===== src/rtl/fifo_sync_param.sv =====
// fifo_sync_param: single-clock FIFO with a parameterised width and depth,
// almost-full/almost-empty thresholds and sticky overflow/underflow flags.
//
// Build option:
//   FIFO_SYNC_FWFT_EN - first-word-fall-through read mode. rd_data shows the
//                       head word whenever the FIFO is non-empty, rd_en acts
//                       as an acknowledge, and rd_data is 0 while empty.
//                       When the macro is undefined, rd_data is a register
//                       that loads the head word on an accepted read (1-cycle
//                       latency) and holds otherwise.
//
// rst_n is asynchronous and active-low; its deassertion is assumed to be
// synchronised to clk outside this block.

module fifo_sync_param #(
  parameter int DATA_W    = 48,
  parameter int ADDR_W    = 5,
  parameter int AFULL_TH  = (1 << ADDR_W) - 4,
  parameter int AEMPTY_TH = 4
) (
  input  logic              clk,
  input  logic              rst_n,
  input  logic              wr_en,
  input  logic [DATA_W-1:0] wr_data,
  input  logic              rd_en,
  input  logic              err_clr,
  output logic [DATA_W-1:0] rd_data,
  output logic              full,
  output logic              empty,
  output logic              almost_full,
  output logic              almost_empty,
  output logic [ADDR_W:0]   count,
  output logic              overflow,
  output logic              underflow
);

  localparam int DEPTH = 1 << ADDR_W;

  // Thresholds cast once to the count width so the flag compares are exact.
  localparam logic [ADDR_W:0] DEPTH_C  = (ADDR_W + 1)'(DEPTH);
  localparam logic [ADDR_W:0] AFULL_C  = (ADDR_W + 1)'(AFULL_TH);
  localparam logic [ADDR_W:0] AEMPTY_C = (ADDR_W + 1)'(AEMPTY_TH);

  logic [DATA_W-1:0] mem [DEPTH];
  logic [ADDR_W-1:0] wr_ptr;
  logic [ADDR_W-1:0] rd_ptr;
  logic              wr_acc;
  logic              rd_acc;

  // Accept decisions use the flags as they stand at the start of the cycle.
  // When full, only the read can be taken; when empty, only the write.
  assign wr_acc = wr_en & ~full;
  assign rd_acc = rd_en & ~empty;

  // Status flags decode straight from the registered count: no extra latency.
  assign full         = (count == DEPTH_C);
  assign empty        = (count == '0);
  assign almost_full  = (count >= AFULL_C);
  assign almost_empty = (count <= AEMPTY_C);

  // Pointer and occupancy update; pointers wrap naturally at DEPTH.
  always_ff @(posedge clk or negedge rst_n) begin
    // NOTE: sequential state is assigned with <= so every flop samples the
    // pre-edge values of the others, independent of statement order.
    if (!rst_n) begin
      wr_ptr <= '0;
      rd_ptr <= '0;
      count  <= '0;
    end else begin
      if (wr_acc) wr_ptr <= wr_ptr + 1'b1;
      if (rd_acc) rd_ptr <= rd_ptr + 1'b1;
      case ({wr_acc, rd_acc})
        2'b10:   count <= count + 1'b1;
        2'b01:   count <= count - 1'b1;
        default: count <= count;
      endcase
    end
  end

  // Storage array: written only on an accepted write.
  always_ff @(posedge clk) begin
    // NOTE: the array deliberately has no reset; clearing count and pointers
    // already makes old contents unreachable, and a reset here would turn
    // the RAM into a bank of resettable flops.
    if (wr_acc) mem[wr_ptr] <= wr_data;
  end

  // Sticky error flags: a new error in the same cycle wins over err_clr.
  // A simultaneous read/write on a full (empty) FIFO is a legal
  // pop-only (push-only) cycle, so it does not raise overflow (underflow).
  always_ff @(posedge clk or negedge rst_n) begin
    if (!rst_n) begin
      overflow  <= 1'b0;
      underflow <= 1'b0;
    end else begin
      if (wr_en && full && !rd_en) overflow <= 1'b1;
      else if (err_clr)            overflow <= 1'b0;

      if (rd_en && empty && !wr_en) underflow <= 1'b1;
      else if (err_clr)             underflow <= 1'b0;
    end
  end

`ifdef FIFO_SYNC_FWFT_EN
  // Head word is visible combinationally from the array; 0 while empty.
  assign rd_data = empty ? '0 : mem[rd_ptr];
`else
  // Registered read port: loads the head word on an accepted read only.
  always_ff @(posedge clk or negedge rst_n) begin
    if (!rst_n) rd_data <= '0;
    else if (rd_acc) rd_data <= mem[rd_ptr];
  end
`endif

endmodule

===== config.mk =====
export PLATFORM = sky130hd
export DESIGN_NAME = fifo_sync_param
export DESIGN_NICKNAME = d
export VERILOG_FILES = /design/src/rtl/fifo_sync_param.sv
export SDC_FILE = /design/constraint.sdc
export NUM_CORES = 2
export LEC_CHECK = 0
export CAP_MARGIN = 30
export CORE_ASPECT_RATIO = 1.25
export CORE_MARGIN = 2
export CORE_UTILIZATION = 30
export CTS_BUF_LIST = sky130_fd_sc_hd__clkbuf_8 sky130_fd_sc_hd__clkbuf_16
export DETAILED_ROUTE_END_ITERATION = 8
export PLACE_DENSITY_LB_ADDON = 0.05
export SETUP_SLACK_MARGIN = 0.02
export SYNTH_ARGS = -nofsm -noshare
export SYNTH_HDL_FRONTEND = slang
export SYNTH_SLANG_ARGS = --single-unit

===== constraint.sdc =====
create_clock -name clk -period 3.55 [get_ports clk]
set_clock_uncertainty 0.05 [all_clocks]
set_input_delay 0.355 -clock clk [delete_from_list [all_inputs] [get_ports clk]]
set_output_delay 0.355 -clock clk [all_outputs]
set_load 0.1 [all_outputs]

==> flow_summary.yaml <==
setup_path:
  crit_arrival_ns: 2.61
  crit_path_max_fanout: 2
  required_ns: 3.14
  start_kind: "flop"
  cp_slowest_cell: "clkdlybuf4s50_1"
  criticalPathCategory: "flop to output port"
  path_buf_inv: 1
  critPathTopFamily: "buffers and inverters"
  cp-end-kind: "output port"
  critical_path.max_stage_delay_ns: 1.22
  cp_cell_sequence: "clkdlybuf4s50_1"
synthesis:
  synthDistinctLibCells: 47
  yosys_warnings: 0
  async_reset_ff_frac: 0.0412
  synth_seq_cells: 1602
  seq_area_frac_synth: 0.777
  syn-num-nets: 3172
  postSynthCellCount: 3111
  synth_edf_count: 1536
  synthesis.area_um2: 61500
  synth.avg_cell_area_um2: 19.8
  ys.flop_type: "edfxtp_1"
timing:
  finalMaxSlewViolations: 0
  tightest_slew_ns: 1.02
  setup_violations: 0
  setup_ws_ns: 0.540
  rsz0062_at_grt: "false"
  slew_headroom: 0.315
  finalCritPeriodShare: 0.848
  period_needed_ns: 3.01
  max_freq_mhz: 332
  hold_viol_final: 0
layout:
  fillCellCount: 18740
  area_delta_synth_final_pct: 20.0
  finalNetCount: 3483
  finish.instance_area_um2: 73800
  layout-drive-gt1-share: 0.212
  multiInputGateArea_um2: 13000
  seq_area_um2: 47800
cts:
  clk_latency_ns: 0.81
  cts_htree_levels: 4
  cts_max_path_buffers: 3
  cts_made_buffers: 171
  clock_sinks: 1602
  post_cts_buffers: 0
  tritoncts: "built"
  path_clk_slew_ns: 0.06
  root_buffer: "clkbuf_16"
  cts_resized: 0
power:
  leakagePower_nw: 24.0
  ir_worst_vdd_mv: 0.728
  power-per-cell-area_nw_per_um2: 801
grt:
  grt_pass1_wl_um: 260000
  antenna_found_initial: 15
  grt_pass1_vias: 33072
  grt_overflow: 0
  track_usage: 0.178
  grt_max_degree: 53
floorplanning:
  core_um2: 203000
  std_cell_rows: 185
  die-area_um2: 209000
  start_util: 0.302
  die_w_um: 409
  ios: 113
  die_h_um: 510
detailed_routing:
  drtIter0Drc: 2547
  dr.pass1.iters: 5
  wl_um: 186000
  drc: 0
  via_per_inst: 4.95
  avgRoutedWirePerCell_um: 29.7
  vias: 31107
  ant_nets: 0
run:
  maxCapViolCount: 0
placed_design:
  dp_slack_ns: 0.471
  hpwl_um: 101000
  port_buffers: 112
  gp_congestion: 0.725
  placed_cell_area_um2: 67900
status:
  outcome: "finished, final reports clean"
worst_hold_path:
  hold_path.class: "input pin to flop"
==> layer usage <==
layer / GRT usage / up-vias / part of all wire / routed length, um
met1: 0.228 / 16938 / 0.43 / 79900
met4: 0.0475 / 2 / 0.023 / 4360
li1: - / 13318 / - / -
met3: 0.0261 / 235 / 0.035 / 6600
met5: 0 / - / 0.000038 / 7
met2: 0.315 / 614 / 0.51 / 95600
==> synth_stat cells (2+ instances only) <==
cell | count | area share
nor2_1 | 134 | 0.0082
a22oi_1 | 47 | 0.0057
nand3_1 | 4 | 0.00033
nor4b_1 | 47 | 0.0067
nor3_1 | 50 | 0.0041
nor4_1 | 48 | 0.0049
and3_1 | 2 | 0.00020
buf_6 | 8 | 0.0015
a221oi_1 | 3 | 0.00043
edfxtp_1 | 1536 | 0.75
mux4_2 | 243 | 0.089
xor2_1 | 6 | 0.00085
nor2b_1 | 53 | 0.0054
nand4_1 | 4 | 0.00041
xnor2_1 | 9 | 0.0013
o22ai_1 | 94 | 0.0096
clkbuf_1 | 53 | 0.0032
dfrtp_1 | 66 | 0.027
o21ai_1 | 6 | 0.00049
nand3b_1 | 4 | 0.00049
nand2_1 | 107 | 0.0065
a21oi_1 | 97 | 0.0079
o21ai_0 | 46 | 0.0037
mux2i_1 | 285 | 0.046
ha_1 | 8 | 0.0016
buf_4 | 38 | 0.0046
or3b_2 | 2 | 0.00028
buf_1 | 6 | 0.00037
buf_2 | 76 | 0.0062
inv_1 | 12 | 0.00073
==> kinds of logic (layout without fill, tap and decap cells) <==
kind of cell    Yosys count  count (layout)  share of synthesized area
flops                  1602            1602                      0.777
mux                     529             529                      0.135
simple gates            461             461                     0.0384
compound gates          301             301                     0.0291
buf+inv                 195             653                     0.0168
xor+xnor                 15              15                    0.00214
fa+ha+maj                 8               8                    0.00163
other cells               0               3                          0
==> cell usage in the layout, fill, tap and decap left out, types with 4 or more instances in the layout <==
cell type           n
nor2_1            100
xnor2_1             9
clkinv_8            5
buf_12             65
inv_1              60
ha_1                8
buf_4             111
clkinv_2           29
nor4_1             48
o22ai_1            94
a21oi_1            97
clkdlybuf4s50_1   107
o21ai_0            46
bufinv_16          13
xor2_1              6
nand4_1             4
nor2b_1            50
buf_8              16
mux4_2            243
clkbuf_16         181
clkbuf_8           14
nor2_4             34
dfrtp_4             5
nand2_1           106
o21ai_1             6
edfxtp_1         1536
buf_16             11
nand3b_1            4
dfrtp_1            61
clkinv_1           26
inv_6               6
mux2i_1           285
nor4b_1            47
a22oi_1            47
nor3_1             50
==> worst register-to-register path: stages, from the launching register on <==
cell and delay, ns:
dfrtp_4 0.77, buf_12 0.30, nand3b_1 0.22, buf_4 0.41
o22ai_1 0.24, a21oi_1 0.19, nor4b_1 0.46, buf_4 0.20
nor3_1 0.04
==> sequential cells by signal, summed over array words and instances (netlist names) <==
signal,flops
overflow,1
underflow,1
mem,1536
wr_ptr,5
rd_ptr,5
count,6
rd_data,48
==> metrics by stage <==
step	power (W)	TNS, ns	hold slack (ns)	cells	utilization
2_1_floorplan	0.0351	-324.17	0.00941	3111	-
3_3_place_gp	0.0420	0	0.437	5923	0.332
3_5_place_dp	0.0423	0	0.254	5945	0.334
4_1_cts	0.0602	0	0.0541	6267	0.361
5_1_grt	0.0617	0	0.102	6282	0.363
6_report	0.0591	0	0.129	6283	0.363
==> worst paths after layout <==
check	from	to	slack, ns	cells after the start
hold reg to reg	underflow	underflow	0.46	1
setup reg to reg	rd_ptr[1]	rd_data[29]	0.54	8
max in group asynchronous	rst_n	rd_data[44]	2.21	4
hold / removal	err_clr	overflow	0.13	2
min in group asynchronous	rst_n	rd_data[34]	0.17	3
setup / recovery	rd_data[39]	rd_data[39]	0.54	1
==> power breakdown <==
group | leakage [nW] | total, W | internal, W | switching (W)
logic | 6.48 | 0.0182 | 0.00673 | 0.0115
clock network | 2.92 | 0.0177 | 0.0101 | 0.00757
registers | 14.6 | 0.0233 | 0.0222 | 0.00107
==> area by class of cell <==
class | count | area share
antenna | 3 | 0.000102
timing repair buffer | 320 | 0.0538
tap | 2711 | 0.0460
sequential | 1602 | 0.647
clock inverter | 133 | 0.0142
multi-input combinational | 1314 | 0.177
clock buffer | 187 | 0.0613
inverter | 13 | 0.000678
==> timing repair <==
action / CTS / global route
hold buffers: 2 / 0
hold endpoints to repair: 52 / 0
setup endpoints to repair: 0 / 0
Note: power is estimated with default switching activity, not from simulation.
